**src/rtl/mod_counter_7seg_pkg.sv**
```systemverilog
// Shared constants for the counter/display family: hex segment table,
// blank pattern and a polarity helper used by every segment driver.
package counter_pkg;

  // Active-high segment patterns {a,b,c,d,e,f,g}, bit 6 = a, for hex 0..F.
  localparam logic [6:0] SEG_HEX [0:15] = '{
    7'b1111110,  // 0
    7'b0110000,  // 1
    7'b1101101,  // 2
    7'b1111001,  // 3
    7'b0110011,  // 4
    7'b1011011,  // 5
    7'b1011111,  // 6
    7'b1110000,  // 7
    7'b1111111,  // 8
    7'b1111011,  // 9
    7'b1110111,  // A
    7'b0011111,  // b
    7'b1001110,  // C
    7'b0111101,  // d
    7'b1001111,  // E
    7'b1000111   // F
  };

  // All segments off (active-high sense).
  localparam logic [6:0] SEG_BLANK = 7'b0000000;

  // Convert an active-high pattern to the board's pin polarity.
  function automatic logic [6:0] seg_polarity(input logic [6:0] seg, input logic active_low);
    logic [6:0] r_out;
    if (active_low) begin
      r_out = ~seg;
    end else begin
      r_out = seg;
    end
    return r_out;
  endfunction

endpackage

```
**src/rtl/mod_counter_7seg_seg7_decoder.sv**
```systemverilog
// Single-digit hex to 7-segment decoder. Purely combinational so that a
// multi-digit scanner can share one instance across time-multiplexed digits.
module seg7_decoder
  import counter_pkg::*;
(
  input  logic [3:0] iNibble,
  input  logic       iActiveLow,
  output logic [6:0] oSeg
);

  logic [6:0] w_seg_hi;

  // Table lookup in active-high sense, then apply the pin polarity.
  always_comb begin
    w_seg_hi = SEG_BLANK;
    w_seg_hi = SEG_HEX[iNibble];
    oSeg     = seg_polarity(w_seg_hi, iActiveLow);
  end

endmodule

```
**src/rtl/mod_counter_7seg.sv**
```systemverilog
// Modulo-N up/down counter with enable prescaler, synchronous clamped load
// and a registered terminal-count pulse, driving one hex 7-segment digit.
module mod_counter_7seg
  import counter_pkg::*;
#(
  parameter int WIDTH          = 3,
  parameter int MODULO         = 8,
  parameter int DIV            = 1,
  parameter bit SEG_ACTIVE_LOW = 1'b0
) (
  input  logic             CLK,
  input  logic             rst_n,
  input  logic             iEn,
  input  logic             iUp,
  input  logic             iLoad,
  input  logic [WIDTH-1:0] iData,
  output logic [WIDTH-1:0] oQ,
  output logic             oTC,
  output logic [6:0]       oDisplay
);

  // Prescaler needs at least one bit even when DIV=1 (it then stays at 0).
  localparam int PW = (DIV > 1) ? $clog2(DIV) : 1;

  localparam logic [PW-1:0]  PRE_LAST = PW'(DIV - 1);
  localparam logic [WIDTH-1:0] Q_LAST = WIDTH'(MODULO - 1);
  // One extra bit so MODULO == 2**WIDTH is representable for the clamp test.
  localparam logic [WIDTH:0]   MOD_EXT = (WIDTH + 1)'(MODULO);

`ifndef SYNTHESIS
  if (WIDTH < 1 || WIDTH > 8) begin : g_bad_width
    $error("mod_counter_7seg: WIDTH must be in 1..8");
  end
  if (MODULO < 2 || MODULO > (2 ** WIDTH)) begin : g_bad_modulo
    $error("mod_counter_7seg: MODULO must be in 2..2**WIDTH");
  end
  if (DIV < 1) begin : g_bad_div
    $error("mod_counter_7seg: DIV must be >= 1");
  end
`endif

  logic [WIDTH-1:0] r_q;
  logic [PW-1:0]    r_pre;
  logic             r_tc;

  logic             w_tick;
  logic [WIDTH-1:0] w_load_val;
  logic [WIDTH-1:0] w_q_nxt;
  logic [PW-1:0]    w_pre_nxt;
  logic             w_tc_nxt;
  logic [3:0]       w_nibble;

  // A count tick happens on the last enabled prescaler cycle.
  assign w_tick = iEn && (r_pre == PRE_LAST);

  // Out-of-range load values collapse to 0 so oQ can never leave 0..MODULO-1.
  assign w_load_val = ({1'b0, iData} < MOD_EXT) ? iData : '0;

  // Next-state for count, prescaler and terminal-count pulse; load wins over tick.
  always_comb begin
    w_q_nxt   = r_q;
    w_pre_nxt = r_pre;
    w_tc_nxt  = 1'b0;
    if (iLoad) begin
      w_q_nxt   = w_load_val;
      w_pre_nxt = '0;
    end else begin
      if (iEn) begin
        if (r_pre == PRE_LAST) begin
          w_pre_nxt = '0;
        end else begin
          w_pre_nxt = r_pre + PW'(1);
        end
      end else begin
        w_pre_nxt = r_pre;
      end

      if (w_tick) begin
        if (iUp) begin
          if (r_q == Q_LAST) begin
            w_q_nxt  = '0;
            w_tc_nxt = 1'b1;
          end else begin
            w_q_nxt = r_q + WIDTH'(1);
          end
        end else begin
          if (r_q == '0) begin
            w_q_nxt  = Q_LAST;
            w_tc_nxt = 1'b1;
          end else begin
            w_q_nxt = r_q - WIDTH'(1);
          end
        end
      end else begin
        w_q_nxt = r_q;
      end
    end
  end

  // State registers; reset is asynchronous so the display clears immediately.
  always_ff @(posedge CLK or negedge rst_n) begin
    if (!rst_n) begin
      r_q   <= '0;
      r_pre <= '0;
      r_tc  <= 1'b0;
    end else begin
      r_q   <= w_q_nxt;
      r_pre <= w_pre_nxt;
      r_tc  <= w_tc_nxt;
    end
  end

  // Low nibble of the count selects the glyph (zero-extended for narrow counts).
  assign w_nibble = 4'(r_q);

  seg7_decoder u_dec (
    .iNibble    (w_nibble),
    .iActiveLow (SEG_ACTIVE_LOW),
    .oSeg       (oDisplay)
  );

  assign oQ  = r_q;
  assign oTC = r_tc;

endmodule

```
**config.mk**
```make
export PLATFORM = sky130hd
export DESIGN_NAME = mod_counter_7seg
export DESIGN_NICKNAME = d
export VERILOG_FILES = /design/src/rtl/mod_counter_7seg_pkg.sv /design/src/rtl/mod_counter_7seg_seg7_decoder.sv /design/src/rtl/mod_counter_7seg.sv
export SDC_FILE = /design/constraint.sdc
export NUM_CORES = 1
export LEC_CHECK = 0
export CORE_AREA = 2 2 39 41
export CTS_BUF_LIST = sky130_fd_sc_hd__clkbuf_4
export DETAILED_ROUTE_END_ITERATION = 10
export DIE_AREA = 0 0 41 43
export GPL_ROUTABILITY_DRIVEN = 0
export PLACE_DENSITY = 0.62
export SYNTH_ARGS = -nofsm -noshare
export SYNTH_HDL_FRONTEND = slang
export SYNTH_SLANG_ARGS = --single-unit
```
**constraint.sdc**
```tcl
create_clock -name CLK -period 2.08 [get_ports CLK]
set_clock_uncertainty 0.1 [all_clocks]
set_input_delay 0.624 -clock CLK [delete_from_list [all_inputs] [get_ports CLK]]
set_output_delay 0.624 -clock CLK [all_outputs]
set_load 0.1 [all_outputs]
```
==> impl_results.md <==
- Initial antenna violation count: 0
- Max cap viols: 0
- FP Rows: 14
- CTS tree: done
- Design area: 949.7 um2
- Startpoint types: flop
- Failing checks: setup timing
- # IOs: 19
- Area of the multi-input gates: around 400 um2
- CTS Root Cell: clkbuf_4
- Status: finished, violations left
- Num Clock Sinks: 4
- Setup ws final: -0.09315 ns
- Setup_tns: -0.2877 ns
- Reg2reg end: oQ[1]
- DRT iter0 DRCs: 4
- CTS Buf Count: 3
- Final Hold Viols: 0
- FMAX: 460.2 MHz
- Dpl hpwl: a little over 800 um
- Vias per cell: roughly 5
- Final min period: around 2.2 ns
- Core region area: about 0.0014 mm2
- # fillers: approximately 100
- Crit. End Element: primary output
- First drt pass iteration count: 4
- Syn Inst Count: 51
- Final Max Tran Viols: 0
- CP Max Fanout: 5
- Port Buffer Count: 18
- Share of cells above drive strength 1: 0.5823
- Reg-to-reg slack, setup: approximately 0.50 ns
- Hold WC Path Type: input port to asynchronous set/reset pin
- RSZ-0062 raised after global routing: yes
- Sequential fraction of the synthesis area: 0.2454
- Total gr overflow: 0
- Cell Area, Synth: ~400 um2
- Library cells used by synthesis: 20
- Later-pin clock latency in the skew report: ~0.24 ns
- First-pass GRT wire length: around 1.8 mm
- Total power: roughly 840 uW
- Die H: around 43 um
- Worst hold slack: around 0.48 ns
- Crit Path Category: flop to primary output
- Net count after synthesis: 66
- Pleak: between 0.3 and 0.4 nW
- Clock buffer depth: 2
- Post-DP Area: 820.8 um2
- Setup violations, final: 5
- Max-slew headroom: 0.7800
- Synth warn: 0
- PD cells: 887.8 mW/mm2
- CP Data Required Time: roughly 1.4 ns
- Final core occ: 0.6863
- GRT Util Overall: 0.1591
- H-tree Lvls: 1
- Routed len/inst: 12.11 um
- Vias in the first global route: about 420
- Avg Inst Size Synth: ~8.0 um2
- Worst R2R Path Depth: 7
- Area Overhead vs Synth: 132.8%
- Initial Util: 0.2948
- Detailed-route DRC error count: 0
- Crit path arrival time: 1.45 ns
- R2R Path Start: oQ[0]
- Vias: around 470
- Final Cycle Share: 1.045
- Ant diodes: 0
- Count of state elements after synthesis: 4
- Largest net degree at the start of global routing: 19
- Nets@finish: 95
- Die ar.: about 0.0018 mm2
- Sequential Area: 111.4 um2
- Die Wd: roughly 41 um
- Worst-margin pin slew: between 0.3 and 0.4 ns
- Max IR drop VDD: between 0.0005 and 0.0006 V
- Final wirelength: 1.150 mm
- Clock-pin slew on the worst setup and hold paths: 0.05 ns
- Antenna-violating nets left: 0
## registers in the layout, indices dropped and copies added (netlist names)
register	cells
oTC	1
oQ	3
## worst max-delay path by stage
stage / slack (ns) / start / end / cells past startpoint
4_1_cts: -0.08 / oQ[0] / oDisplay[3] / 4
3_3_place_gp: 0.07 / oQ[0] / oDisplay[6] / 4
6_report: -0.09 / oQ[0] / oDisplay[3] / 5
2_1_floorplan: -0.29 / oQ[0] / oDisplay[3] / 4
3_5_place_dp: 0.08 / oQ[0] / oDisplay[3] / 4
5_1_grt: -0.15 / oQ[0] / oDisplay[3] / 5
## logic make-up (layout without fill, tap and decap cells)
| logic type | count (synthesis) | in the layout | synth area share |
|---|---|---|---|
| AOI/OAI and AO/OA | 13 | 13 | 0.1963 |
| xor gates and xnor gates | 1 | 1 | 0.02148 |
| buffers and inverters | 8 | 36 | 0.09507 |
| and+or+nand+nor | 17 | 17 | 0.2025 |
| adders and majority gates | 7 | 7 | 0.2147 |
| muxes | 1 | 1 | 0.02454 |
| DFF | 4 | 4 | 0.2454 |
## final cells by class
cell class                 instances  share of cell area
sequential                         4              0.1173
multi-input combinational         39              0.4203
clock buffer                       4             0.03162
inverter                           6             0.03689
tap                               16             0.02108
timing repair buffer              26              0.3729
## metrics by stage
stage	std cells	setup slack (ns)
6_report	95	-0.09315
5_1_grt	95	-0.1522
3_3_place_gp	84	0.07358
2_1_floorplan	51	-0.2851
3_5_place_dp	84	0.07649
4_1_cts	93	-0.08475
## Yosys cell counts
cell      number  area [um2]
a21oi_1        6       30.03
a21oi_2        1       8.760
a311oi_1       1       8.760
buf_2          1       5.000
buf_6          1       11.26
dfrtp_1        4       100.1
ha_1           7       87.58
inv_1          6       22.52
mux2i_1        1       10.01
nand2_1        7       26.28
nand2b_1       2       12.51
nand3_1        1       5.000
nor2_1         3       11.26
nor2b_1        1       6.260
nor3_1         2       10.01
o21ai_0        1       5.000
o21ai_1        2       10.01
o221ai_1       2       17.52
or3_4          1       11.26
xnor2_1        1       8.760
## what timing repair did
| action | 4_1_cts | 5_1_grt |
|---|---|---|
| setup endpoints to repair | 7 | 7 |
| setup buffers | 5 | 2 |
| pin swaps | 3 | 0 |
| gates resized for setup | 8 | 4 |
| hold buffers | 0 | 0 |
| gates cloned | 0 | 0 |
## power breakdown
group / internal, mW / total (mW) / switching (mW) / leakage (nW)
sequential: 0.0910 / 0.129 / 0.0382 / 0.0464
clock: 0.0854 / 0.124 / 0.0388 / 0.0184
combinational: 0.235 / 0.590 / 0.355 / 0.323
## critical path, stage by stage, from the launching register on
cell and delay [ns]:
dfrtp_4 0.49, inv_6 0.06, ha_4 0.29, inv_4 0.04
a21oi_4 0.14, buf_12 0.19
## cells in the final DEF (no fill, tap or decap)
| cell type | instances |
|---|---|
| inv_1 | 2 |
| a21oi_4 | 3 |
| mux2i_4 | 1 |
| a311oi_1 | 1 |
| o21ai_1 | 1 |
| nor2_1 | 3 |
| buf_6 | 1 |
| inv_2 | 1 |
| dfrtp_1 | 1 |
| o21ai_0 | 1 |
| clkdlybuf4s50_1 | 7 |
| inv_6 | 2 |
| ha_2 | 1 |
| o221ai_1 | 2 |
| ha_1 | 2 |
| clkbuf_4 | 4 |
| or3_4 | 1 |
| nand3_1 | 1 |
| inv_4 | 1 |
| nand2_2 | 2 |
| nand2_1 | 5 |
| nor2b_4 | 1 |
| buf_4 | 7 |
| nor3_1 | 2 |
| nand2b_1 | 1 |
| ha_4 | 4 |
| o21ai_4 | 1 |
| a21oi_2 | 1 |
| xnor2_1 | 1 |
| a21oi_1 | 3 |
| buf_12 | 11 |
| nand2b_4 | 1 |
| dfrtp_4 | 3 |
## layer usage
metal | up-vias | GRT usage | part of all wire
met5 | - | 0 | 0
met4 | 0 | 0.09333 | 0
met3 | 0 | 0.07330 | 0.050
met2 | 13 | 0.2219 | 0.54
met1 | 230 | 0.1916 | 0.41
li1 | 230 | - | -
No activity file was read; power rests on OpenSTA's default activity.
